===== src/rtl/exec_sequencer_pkg.sv =====
// Shared types for the execute-stage sequencer: instruction payload, operand pair, FSM states.
package exec_sequencer_pkg;

  localparam int unsigned XLEN   = 32;
  localparam int unsigned REG_AW = 5;

  typedef enum logic [1:0] {
    IDLE,
    LAUNCH,
    WAIT,
    DONE
  } exec_state_t;

  // One-hot instruction class; the ALU refines the operation with funct3.
  typedef struct packed {
    logic lui;
    logic auipc;
    logic jal;
    logic jalr;
    logic branch;
    logic load;
    logic store;
    logic op_imm;
    logic op;
    logic muldiv;
    logic fence;
    logic fence_i;
    logic ecall;
    logic ebreak;
  } op_flags_t;

  typedef struct packed {
    op_flags_t         op;
    logic [2:0]        funct3;
    logic [XLEN-1:0]   pc;
    logic [XLEN-1:0]   imm;
    logic [REG_AW-1:0] rd;
  } instructions;

  typedef struct packed {
    logic [XLEN-1:0] rs1;
    logic [XLEN-1:0] rs2;
  } regvpair;

  function automatic logic writes_rd(input op_flags_t op);
    return op.lui | op.auipc | op.jal | op.jalr | op.op_imm | op.op | op.muldiv;
  endfunction

endpackage


===== src/rtl/exec_sequencer_if.sv =====
// Decode-issue, ALU and memory/writeback signals of the execute sequencer, bundled.
interface exec_sequencer_if;
  import exec_sequencer_pkg::*;

  logic            issue_valid;
  logic            issue_ready;
  instructions     issue_instr;
  regvpair         issue_reg;

  logic            alu_enabled;
  instructions     alu_instr;
  regvpair         alu_reg;
  logic            alu_completed;
  logic [XLEN-1:0] alu_result;

  logic            exec_valid;
  logic            exec_ready;
  instructions     exec_instr;
  logic [XLEN-1:0] exec_result;
  logic [XLEN-1:0] exec_store_data;
  logic            exec_rd_write;
  logic            exec_mem_read;
  logic            exec_mem_write;
  logic            redirect_valid;
  logic [XLEN-1:0] redirect_pc;
  logic            exec_fault;

  // Sequencer side.
  modport slave (
    input  issue_valid, issue_instr, issue_reg, alu_completed, alu_result, exec_ready,
    output issue_ready, alu_enabled, alu_instr, alu_reg,
           exec_valid, exec_instr, exec_result, exec_store_data, exec_rd_write,
           exec_mem_read, exec_mem_write, redirect_valid, redirect_pc, exec_fault
  );

  // Decode / ALU / writeback side.
  modport master (
    output issue_valid, issue_instr, issue_reg, alu_completed, alu_result, exec_ready,
    input  issue_ready, alu_enabled, alu_instr, alu_reg,
           exec_valid, exec_instr, exec_result, exec_store_data, exec_rd_write,
           exec_mem_read, exec_mem_write, redirect_valid, redirect_pc, exec_fault
  );

endinterface


===== src/rtl/exec_sequencer_branch_resolver.sv =====
// Combinational resolution of fetch redirect, writeback and memory-access flags for the held instruction.
module branch_resolver
  import exec_sequencer_pkg::*;
(
  input  instructions     instr,
  input  logic [XLEN-1:0] rs1,
  input  logic [XLEN-1:0] alu_result,
  output logic            redirect_valid,
  output logic [XLEN-1:0] redirect_pc,
  output logic            exec_rd_write,
  output logic            exec_mem_read,
  output logic            exec_mem_write
);

  logic [XLEN-1:0] pc_target;
  logic [XLEN-1:0] reg_sum;

  always_comb begin
    pc_target      = instr.pc + instr.imm;
    reg_sum        = rs1 + instr.imm;
    redirect_valid = instr.op.jal | instr.op.jalr | (instr.op.branch & alu_result[0]);
    redirect_pc    = instr.op.jalr ? {reg_sum[XLEN-1:1], 1'b0} : pc_target;
    exec_rd_write  = writes_rd(instr.op) && (instr.rd != '0);
    exec_mem_read  = instr.op.load;
    exec_mem_write = instr.op.store;
  end

  // Fields that only the ALU or later stages care about.
  logic unused_fields;
  assign unused_fields = ^{instr.funct3, instr.op.fence, instr.op.fence_i,
                           instr.op.ecall, instr.op.ebreak, alu_result[XLEN-1:1]};

endmodule


===== src/rtl/exec_sequencer.sv =====
// Execute-stage sequencer: issue -> ALU launch -> wait for completion -> present to writeback.
// Optional ALU watchdog enabled by defining EXEC_TIMEOUT_EN.
module exec_sequencer
  import exec_sequencer_pkg::*;
#(
  parameter int unsigned EXEC_TIMEOUT = 16
) (
  input  logic            clk,
  input  logic            rst,
  exec_sequencer_if.slave bus
);

  exec_state_t     state;
  instructions     instr_q;
  regvpair         reg_q;
  logic            issue_ready_q;
  logic            alu_enabled_q;
  logic            exec_valid_q;
  logic [XLEN-1:0] exec_result_q;
  logic [XLEN-1:0] exec_store_data_q;
  logic            exec_rd_write_q;
  logic            exec_mem_read_q;
  logic            exec_mem_write_q;
  logic            redirect_valid_q;
  logic [XLEN-1:0] redirect_pc_q;

  logic            res_redirect_valid;
  logic [XLEN-1:0] res_redirect_pc;
  logic            res_rd_write;
  logic            res_mem_read;
  logic            res_mem_write;

  branch_resolver u_branch_resolver (
    .instr          (instr_q),
    .rs1            (reg_q.rs1),
    .alu_result     (bus.alu_result),
    .redirect_valid (res_redirect_valid),
    .redirect_pc    (res_redirect_pc),
    .exec_rd_write  (res_rd_write),
    .exec_mem_read  (res_mem_read),
    .exec_mem_write (res_mem_write)
  );

`ifdef EXEC_TIMEOUT_EN
  localparam int unsigned CNT_W = $clog2(EXEC_TIMEOUT + 1);
  logic [CNT_W-1:0] wait_cnt;
  logic             exec_fault_q;
`else
  logic unused_timeout_cfg;
  assign unused_timeout_cfg = |EXEC_TIMEOUT;
`endif

  always_ff @(posedge clk) begin
    if (rst) begin
      state             <= IDLE;
      instr_q           <= '0;
      reg_q             <= '0;
      issue_ready_q     <= 1'b1;
      alu_enabled_q     <= 1'b0;
      exec_valid_q      <= 1'b0;
      exec_result_q     <= '0;
      exec_store_data_q <= '0;
      exec_rd_write_q   <= 1'b0;
      exec_mem_read_q   <= 1'b0;
      exec_mem_write_q  <= 1'b0;
      redirect_valid_q  <= 1'b0;
      redirect_pc_q     <= '0;
`ifdef EXEC_TIMEOUT_EN
      wait_cnt          <= '0;
      exec_fault_q      <= 1'b0;
`endif
    end else begin
      alu_enabled_q <= 1'b0;
      case (state)
        IDLE: begin
          if (bus.issue_valid) begin
            instr_q       <= bus.issue_instr;
            reg_q         <= bus.issue_reg;
            issue_ready_q <= 1'b0;
            alu_enabled_q <= 1'b1;
            state         <= LAUNCH;
          end
        end
        LAUNCH: begin
`ifdef EXEC_TIMEOUT_EN
          wait_cnt <= '0;
`endif
          state <= WAIT;
        end
        WAIT: begin
          // Completion is checked first so it wins over a same-cycle timeout.
          if (bus.alu_completed) begin
            exec_result_q     <= bus.alu_result;
            exec_store_data_q <= reg_q.rs2;
            exec_rd_write_q   <= res_rd_write;
            exec_mem_read_q   <= res_mem_read;
            exec_mem_write_q  <= res_mem_write;
            redirect_valid_q  <= res_redirect_valid;
            redirect_pc_q     <= res_redirect_pc;
            exec_valid_q      <= 1'b1;
            state             <= DONE;
          end
`ifdef EXEC_TIMEOUT_EN
          else if (wait_cnt == CNT_W'(EXEC_TIMEOUT - 1)) begin
            exec_result_q     <= '0;
            exec_store_data_q <= reg_q.rs2;
            exec_rd_write_q   <= 1'b0;
            exec_mem_read_q   <= 1'b0;
            exec_mem_write_q  <= 1'b0;
            redirect_valid_q  <= 1'b0;
            exec_fault_q      <= 1'b1;
            exec_valid_q      <= 1'b1;
            state             <= DONE;
          end else begin
            wait_cnt <= wait_cnt + CNT_W'(1);
          end
`endif
        end
        DONE: begin
          if (bus.exec_ready) begin
            exec_valid_q     <= 1'b0;
            redirect_valid_q <= 1'b0;
            issue_ready_q    <= 1'b1;
`ifdef EXEC_TIMEOUT_EN
            exec_fault_q     <= 1'b0;
`endif
            state            <= IDLE;
          end
        end
        default: state <= IDLE;
      endcase
    end
  end

  assign bus.issue_ready     = issue_ready_q;
  assign bus.alu_enabled     = alu_enabled_q;
  assign bus.alu_instr       = instr_q;
  assign bus.alu_reg         = reg_q;
  assign bus.exec_valid      = exec_valid_q;
  assign bus.exec_instr      = instr_q;
  assign bus.exec_result     = exec_result_q;
  assign bus.exec_store_data = exec_store_data_q;
  assign bus.exec_rd_write   = exec_rd_write_q;
  assign bus.exec_mem_read   = exec_mem_read_q;
  assign bus.exec_mem_write  = exec_mem_write_q;
  assign bus.redirect_valid  = redirect_valid_q;
  assign bus.redirect_pc     = redirect_pc_q;
`ifdef EXEC_TIMEOUT_EN
  assign bus.exec_fault      = exec_fault_q;
`else
  assign bus.exec_fault      = 1'b0;
`endif

endmodule

===== src/flat_wrapper.sv =====
// flat-port wrapper written by rule: the top's interface ports become plain ports
module exec_sequencer_flat import exec_sequencer_pkg::*;
#(
  parameter int unsigned EXEC_TIMEOUT = 16
)
  (clk, rst, bus_issue_valid, bus_issue_instr, bus_issue_reg, bus_alu_completed, bus_alu_result, bus_exec_ready, bus_issue_ready, bus_alu_enabled, bus_alu_instr, bus_alu_reg, bus_exec_valid, bus_exec_instr, bus_exec_result, bus_exec_store_data, bus_exec_rd_write, bus_exec_mem_read, bus_exec_mem_write, bus_redirect_valid, bus_redirect_pc, bus_exec_fault);
  exec_sequencer_if bus_i ();
  input  logic clk;
  input  logic rst;
  input wire logic [$bits(bus_i.issue_valid)-1:0] bus_issue_valid;
  input wire logic [$bits(bus_i.issue_instr)-1:0] bus_issue_instr;
  input wire logic [$bits(bus_i.issue_reg)-1:0] bus_issue_reg;
  input wire logic [$bits(bus_i.alu_completed)-1:0] bus_alu_completed;
  input wire logic [$bits(bus_i.alu_result)-1:0] bus_alu_result;
  input wire logic [$bits(bus_i.exec_ready)-1:0] bus_exec_ready;
  output wire logic [$bits(bus_i.issue_ready)-1:0] bus_issue_ready;
  output wire logic [$bits(bus_i.alu_enabled)-1:0] bus_alu_enabled;
  output wire logic [$bits(bus_i.alu_instr)-1:0] bus_alu_instr;
  output wire logic [$bits(bus_i.alu_reg)-1:0] bus_alu_reg;
  output wire logic [$bits(bus_i.exec_valid)-1:0] bus_exec_valid;
  output wire logic [$bits(bus_i.exec_instr)-1:0] bus_exec_instr;
  output wire logic [$bits(bus_i.exec_result)-1:0] bus_exec_result;
  output wire logic [$bits(bus_i.exec_store_data)-1:0] bus_exec_store_data;
  output wire logic [$bits(bus_i.exec_rd_write)-1:0] bus_exec_rd_write;
  output wire logic [$bits(bus_i.exec_mem_read)-1:0] bus_exec_mem_read;
  output wire logic [$bits(bus_i.exec_mem_write)-1:0] bus_exec_mem_write;
  output wire logic [$bits(bus_i.redirect_valid)-1:0] bus_redirect_valid;
  output wire logic [$bits(bus_i.redirect_pc)-1:0] bus_redirect_pc;
  output wire logic [$bits(bus_i.exec_fault)-1:0] bus_exec_fault;
  assign bus_i.issue_valid = bus_issue_valid;
  assign bus_i.issue_instr = bus_issue_instr;
  assign bus_i.issue_reg = bus_issue_reg;
  assign bus_i.alu_completed = bus_alu_completed;
  assign bus_i.alu_result = bus_alu_result;
  assign bus_i.exec_ready = bus_exec_ready;
  assign bus_issue_ready = bus_i.issue_ready;
  assign bus_alu_enabled = bus_i.alu_enabled;
  assign bus_alu_instr = bus_i.alu_instr;
  assign bus_alu_reg = bus_i.alu_reg;
  assign bus_exec_valid = bus_i.exec_valid;
  assign bus_exec_instr = bus_i.exec_instr;
  assign bus_exec_result = bus_i.exec_result;
  assign bus_exec_store_data = bus_i.exec_store_data;
  assign bus_exec_rd_write = bus_i.exec_rd_write;
  assign bus_exec_mem_read = bus_i.exec_mem_read;
  assign bus_exec_mem_write = bus_i.exec_mem_write;
  assign bus_redirect_valid = bus_i.redirect_valid;
  assign bus_redirect_pc = bus_i.redirect_pc;
  assign bus_exec_fault = bus_i.exec_fault;
  exec_sequencer #(.EXEC_TIMEOUT(EXEC_TIMEOUT)) u_core (.clk(clk), .rst(rst), .bus(bus_i));
endmodule

===== config.mk =====
export PLATFORM = sky130hd
export DESIGN_NAME = exec_sequencer_flat
export DESIGN_NICKNAME = d
export VERILOG_FILES = /design/src/rtl/exec_sequencer_pkg.sv /design/src/rtl/exec_sequencer_if.sv /design/src/rtl/exec_sequencer_branch_resolver.sv /design/src/rtl/exec_sequencer.sv /design/src/flat_wrapper.sv
export SDC_FILE = /design/constraint.sdc
export NUM_CORES = 1
export LEC_CHECK = 0
export ABC_AREA = 0
export CORE_AREA = 4 4 203 205
export DETAILED_ROUTE_END_ITERATION = 16
export DIE_AREA = 0 0 207 209
export HOLD_SLACK_MARGIN = 0.12
export REMOVE_ABC_BUFFERS = 1
export SLEW_MARGIN = 5
export SYNTH_ARGS = -nofsm -noshare
export SYNTH_HDL_FRONTEND = slang
export SYNTH_SLANG_ARGS = --single-unit

===== constraint.sdc =====
create_clock -name clk -period 3.34 [get_ports clk]
set_clock_uncertainty 0.1 [all_clocks]
set_input_delay 0.501 -clock clk [delete_from_list [all_inputs] [get_ports clk]]
set_output_delay 0.501 -clock clk [all_outputs]
set_load 0.01 [all_outputs]

# Yosys cells after proc, flatten, opt, wreduce, memory -nomap -nowiden
# Index checks and enable logic that the tools add are counted.
# word_totals
ff_bits,255
input_bits,187
out_inout_bits,340
word_cells,74
# classes
n_addsub,2
eq_ne,6
n_mux,14
bitwise,10
n_reduce_logical,11
# op_table
cell,count
adder 32 bit,2
2-to-1 mux 32 bit,1
AND reduction 3 bit,3
bitwise OR 1 bit,8
one-hot mux 2 bit (4 select lines),1
2-to-1 mux 1 bit,6
2-to-1 mux 2 bit,3
"!= test 2 bit, second input constant",3
one-hot mux 1 bit (2 select lines),3
nonzero test 5 bit,1
"equality test 2 bit, second input constant",2
AND reduction 2 bit,2
nonzero test 2 bit,2
"equality test 2 x 1 -> 1 bit, second input constant",1
logical NOT 2 bit,1
OR reduction 2 bit,1
AND 1 bit,1
logical AND 1 bit,1
NOT 1 bit,1

# Logic depth before layout (Yosys ltp)
# logic_depth
word_depth,7
mapped_depth,11
ltp_nobuf,11

# By module
# Synthesis repeated with hierarchy kept, for this count alone.
# unflattened
cells_unflattened,1717
hier_area_um2,13096.3
# by_module_without_submodules
module,n_inst,cells_each,area_each_um2,seq_area_each_um2
exec_sequencer,1,1204,9489.1,5104.9
branch_resolver,1,513,3607.2,0.0

# Worst setup path before layout
# No wires, ideal clock.
# synth_path
path_type,reg-to-reg
start,"reg u_core.instr_q, in the netlist u_core.bus.alu_instr[5]"
end,"reg u_core.redirect_pc_q[24], in the netlist u_core.bus.redirect_pc[24]"
t_arrival_ns,2.857
path_slack_ns,0.250
stages_incl_launch_ff,12
period_less_slack_ns,3.090
path_cell_list,dfxtp_1 ha_1 fa_1 a211oi_2 o21bai_1 a2111oi_2 o31ai_1 a221oi_1 o21ai_0 xor2_1 nor3_1 a211oi_1
# synth_between
elab_chain_cells,2
word_cells_on_any_way,3
cone_classes,2 x add/sub; 1 x mux
# synth_lines
element,line,text
start: declaration,exec_sequencer.sv:14,instructions instr_q;
start signal: assignment,exec_sequencer.sv:77,instr_q <= bus.issue_instr;
adder 32 bit (on tied branches),"exec_sequencer_branch_resolver.sv:19, exec_sequencer_branch_resolver.sv:20",
2-to-1 mux 32 bit (*),exec_sequencer_branch_resolver.sv:22,"redirect_pc = instr.op.jalr ? {reg_sum[XLEN-1:1], 1'b0} : pc_target;"
end signal: assignment,exec_sequencer.sv:99,redirect_pc_q <= res_redirect_pc;
end: declaration,exec_sequencer.sv:25,logic [XLEN-1:0] redirect_pc_q;
# Mark *: on every way between the ends. The rest lies on a longest branch, timed or not.
# A chain may end at the register's enable or synchronous reset.

# Worst setup path after layout
# layout_path
start,"reg u_core.instr_q, in the netlist u_core.bus.alu_instr[5]"
end,"reg u_core.redirect_pc_q[30], in the netlist u_core.bus.redirect_pc[30]"
# Same word-level chain as after synthesis.

==> results.sh <==
export IMPL_dr_pass1_iters=5
export IMPL_postCtsHoldBufs=0
export IMPL_htreeDepth=1
export IMPL_worst_hold_slack_ns=0.152
export IMPL_initial_core_util=0.325
export IMPL_synth_top_family_by_area="compound AO/OA/AOI/OAI gates"
export IMPL_max_slew_worst_pin_slew_ns=0.793
export IMPL_critPathRequiredTime_ns=3.70
export IMPL_final_core_util=0.485
export IMPL_ys_ff_latch=255
export IMPL_crit_fanout=3
export IMPL_antenna_cells=0
export IMPL_max_cap_violations=0
export IMPL_netlist_instances=1663
export IMPL_drc=0
export IMPL_async_flop_share=0
export IMPL_setup_viol=0
export IMPL_critPathArrivalTime_ns=3.60
export IMPL_globalplace_congestion=0.889
export IMPL_slew_headroom=0.471
export IMPL_hold_viol_final=0
export IMPL_die_h_microns=209
export IMPL_clkTransAtPathRegs_ns=0.06
export IMPL_vias_per_cell=4.94
export IMPL_r2r_setup_slack_ns=0.09
export IMPL_p_per_area_nw_per_um2=599
export IMPL_synthSimpleGateAreaFrac=0.191
export IMPL_synth_compound_area_frac=0.216
export IMPL_fmax_mhz=308
export IMPL_grt_pass1_wl_microns=73400
export IMPL_clk_latency_ns=0.56
export IMPL_ys_flop_type="dfxtp_1"
export IMPL_nNetsFinal=2322
export IMPL_vdd_ir_drop_max_uv=373
export IMPL_synth_area_sq_um=12800
export IMPL_numCtsBuffers=29
export IMPL_crit_path_end_kind="register"
export IMPL_pin_count=527
export IMPL_yosysSeqAreaShare=0.398
export IMPL_synth_xor_area_frac=0.0362
export IMPL_grt_start_max_net_pins=98
export IMPL_first_global_vias=12600
export IMPL_io_buffers=525
export IMPL_syn_to_final_growth_pct=49.4
export IMPL_largest_reg_flops=86
export IMPL_antenna_left=0
export IMPL_fin_crit_sh=0.972
export IMPL_ys_types=75
export IMPL_grt_use_total=0.206
export IMPL_rsz0062_at_grt="true"
export IMPL_synth_mux_area_frac=0.00312
export IMPL_gr_total_overflow=0
export IMPL_finalMaxSlewViolations=0
export IMPL_initialDrtViolationCount=807
export IMPL_cts_tree="done"
export IMPL_crit_type="reg2reg"
export IMPL_syn_avg_cell_area_sq_um=7.71
export IMPL_startpoint_type="register"
export IMPL_cts_root_buffer="clkbuf_16"
export IMPL_vias=12900
export IMPL_synth_edf_count=0
export IMPL_leakagePower_uw=0.00737
export IMPL_synth_adder_area_share=0.0656
export IMPL_status="finished, final reports clean"
export IMPL_die_width_microns=207
export IMPL_holdCritPathClass="in2reg"
export IMPL_die_area_sq_um=43300
export IMPL_numClockSinks=255
export IMPL_routed_wirelength_microns=47900
export IMPL_wl_per_cell_microns=18.3
export IMPL_drive_above_1_share=0.0531
export IMPL_floorplan_rows=73
export IMPL_clockBufferDepth=3
export IMPL_yosysWarnings=0
export IMPL_min_period_ns=3.25
export IMPL_grt_antenna_before_repair=0
export IMPL_dpl_hpwl_microns=35700
export IMPL_core_sq_um=39500
[final timing paths]
check	cells past startpoint	startpoint	to
worst max register to register	13	u_core.bus.alu_instr[5]	u_core.bus.redirect_pc[30]
worst min-delay path	2	rst	u_core.bus.alu_instr[48]
worst max-delay path	13	u_core.bus.alu_instr[5]	u_core.bus.redirect_pc[30]
worst min register to register	2	u_core.bus.exec_result[21]	u_core.bus.exec_result[21]
[timing repair]
action / CTS / global route
gates resized for setup: 2 / 8
hold endpoints to repair: 0 / 0
pin swaps: 4 / 2
setup endpoints to repair: 2 / 7
setup buffers: 1 / 0
[through the flow]
| step | setup WS (ns) | total power, uW | instances | instance area [sq um] | TNS [ns] |
|---|---|---|---|---|---|
| after floorplan | -0.194 | 5830 | 1480 | 11800 | -29.24 |
| after global placement | -0.0258 | 8030 | 2562 | 18000 | -0.0258 |
| after detailed placement | -0.115 | 8060 | 2562 | 18000 | -0.135 |
| after CTS | 0.0246 | 11600 | 2617 | 19100 | 0 |
| after global routing | -0.0333 | 12100 | 2617 | 19100 | -0.0333 |
| final | 0.0939 | 11500 | 2617 | 19100 | 0 |
[cells in the final DEF (no fill, tap or decap), types with 20 or more instances in the layout]
cell             count
nand2_1            477
ha_1                64
xnor2_1             33
a21oi_1            299
buf_4               25
inv_1               23
clkdlybuf4s50_1    524
clkbuf_16           29
nor2_1              53
a21o_1              32
o21ai_0             43
xor2_1              20
dfxtp_1            254
[report_power, final]
group | switching, uW | internal [uW] | total (uW)
clock | 1330 | 2150 | 3480
sequential | 398 | 3450 | 3850
combinational | 2210 | 1930 | 4140
total | 3940 | 7530 | 11500
[cells in the mapped netlist, types with 5 or more instances]
cell,count,share of area
dfxtp_1,255,0.40
ha_1,64,0.062
buf_4,90,0.053
nand3_1,10,0.0039
o21bai_1,9,0.0053
clkbuf_1,85,0.025
a31oi_1,8,0.0039
a21oi_1,300,0.12
inv_1,23,0.0067
a211o_1,5,0.0034
and2_1,5,0.0024
nand2b_1,6,0.0029
a21o_1,32,0.019
xor2_1,20,0.014
o21ai_0,45,0.018
a211oi_1,17,0.010
xnor2_1,33,0.023
nand2_1,479,0.14
nor2_1,53,0.016
nor3_1,17,0.0066
o21a_1,8,0.0047
nand4_1,9,0.0044
[layer usage]
layer / track usage / up-vias / wire length [microns] / share of wire
met5: 0 / - / 0 / 0
met2: 0.361 / 485 / 23300 / 0.49
met3: 0.0470 / 69 / 3310 / 0.069
met4: 0.0497 / 0 / 1030 / 0.021
li1: - / 6389 / - / -
met1: 0.259 / 5972 / 20300 / 0.42
[critical path: stages (launching register included)]
cell and delay, ns:
dfxtp_1 0.32, ha_1 0.23, fa_2 0.39, a211oi_4 0.29, o21bai_4 0.13, a2111oi_4 0.31
buf_4 0.18, nor4_1 0.06, o32ai_1 0.33, buf_4 0.18, o21ai_1 0.08, a31oi_1 0.21
xor2_1 0.09, a211oi_1 0.24
[logic make-up (layout without fill, tap and decap cells)]
family                   Yosys count  in the layout
AND/OR/NAND/NOR                  604            604
AO/OA/AOI/OAI                    473            473
flip-flops                       255            255
adder cells (fa/ha/maj)           66             66
XOR/XNOR                          53             53
multiplexers                       4              4
other                              1              1
buffers and inverters            207            636
[layout make-up]
| cell class | count | area (sq um) |
|---|---|---|
| Multi-Input combinational cell | 1201 | 6640 |
| Tap cell | 525 | 657 |
| Clock buffer | 40 | 847 |
| Sequential cell | 255 | 5110 |
| Fill cell | 3861 | 20300 |
| Timing Repair Buffer | 558 | 5610 |
| Inverter | 24 | 90.1 |
| Clock inverter | 14 | 205 |
(Power assumes the default switching activity.)
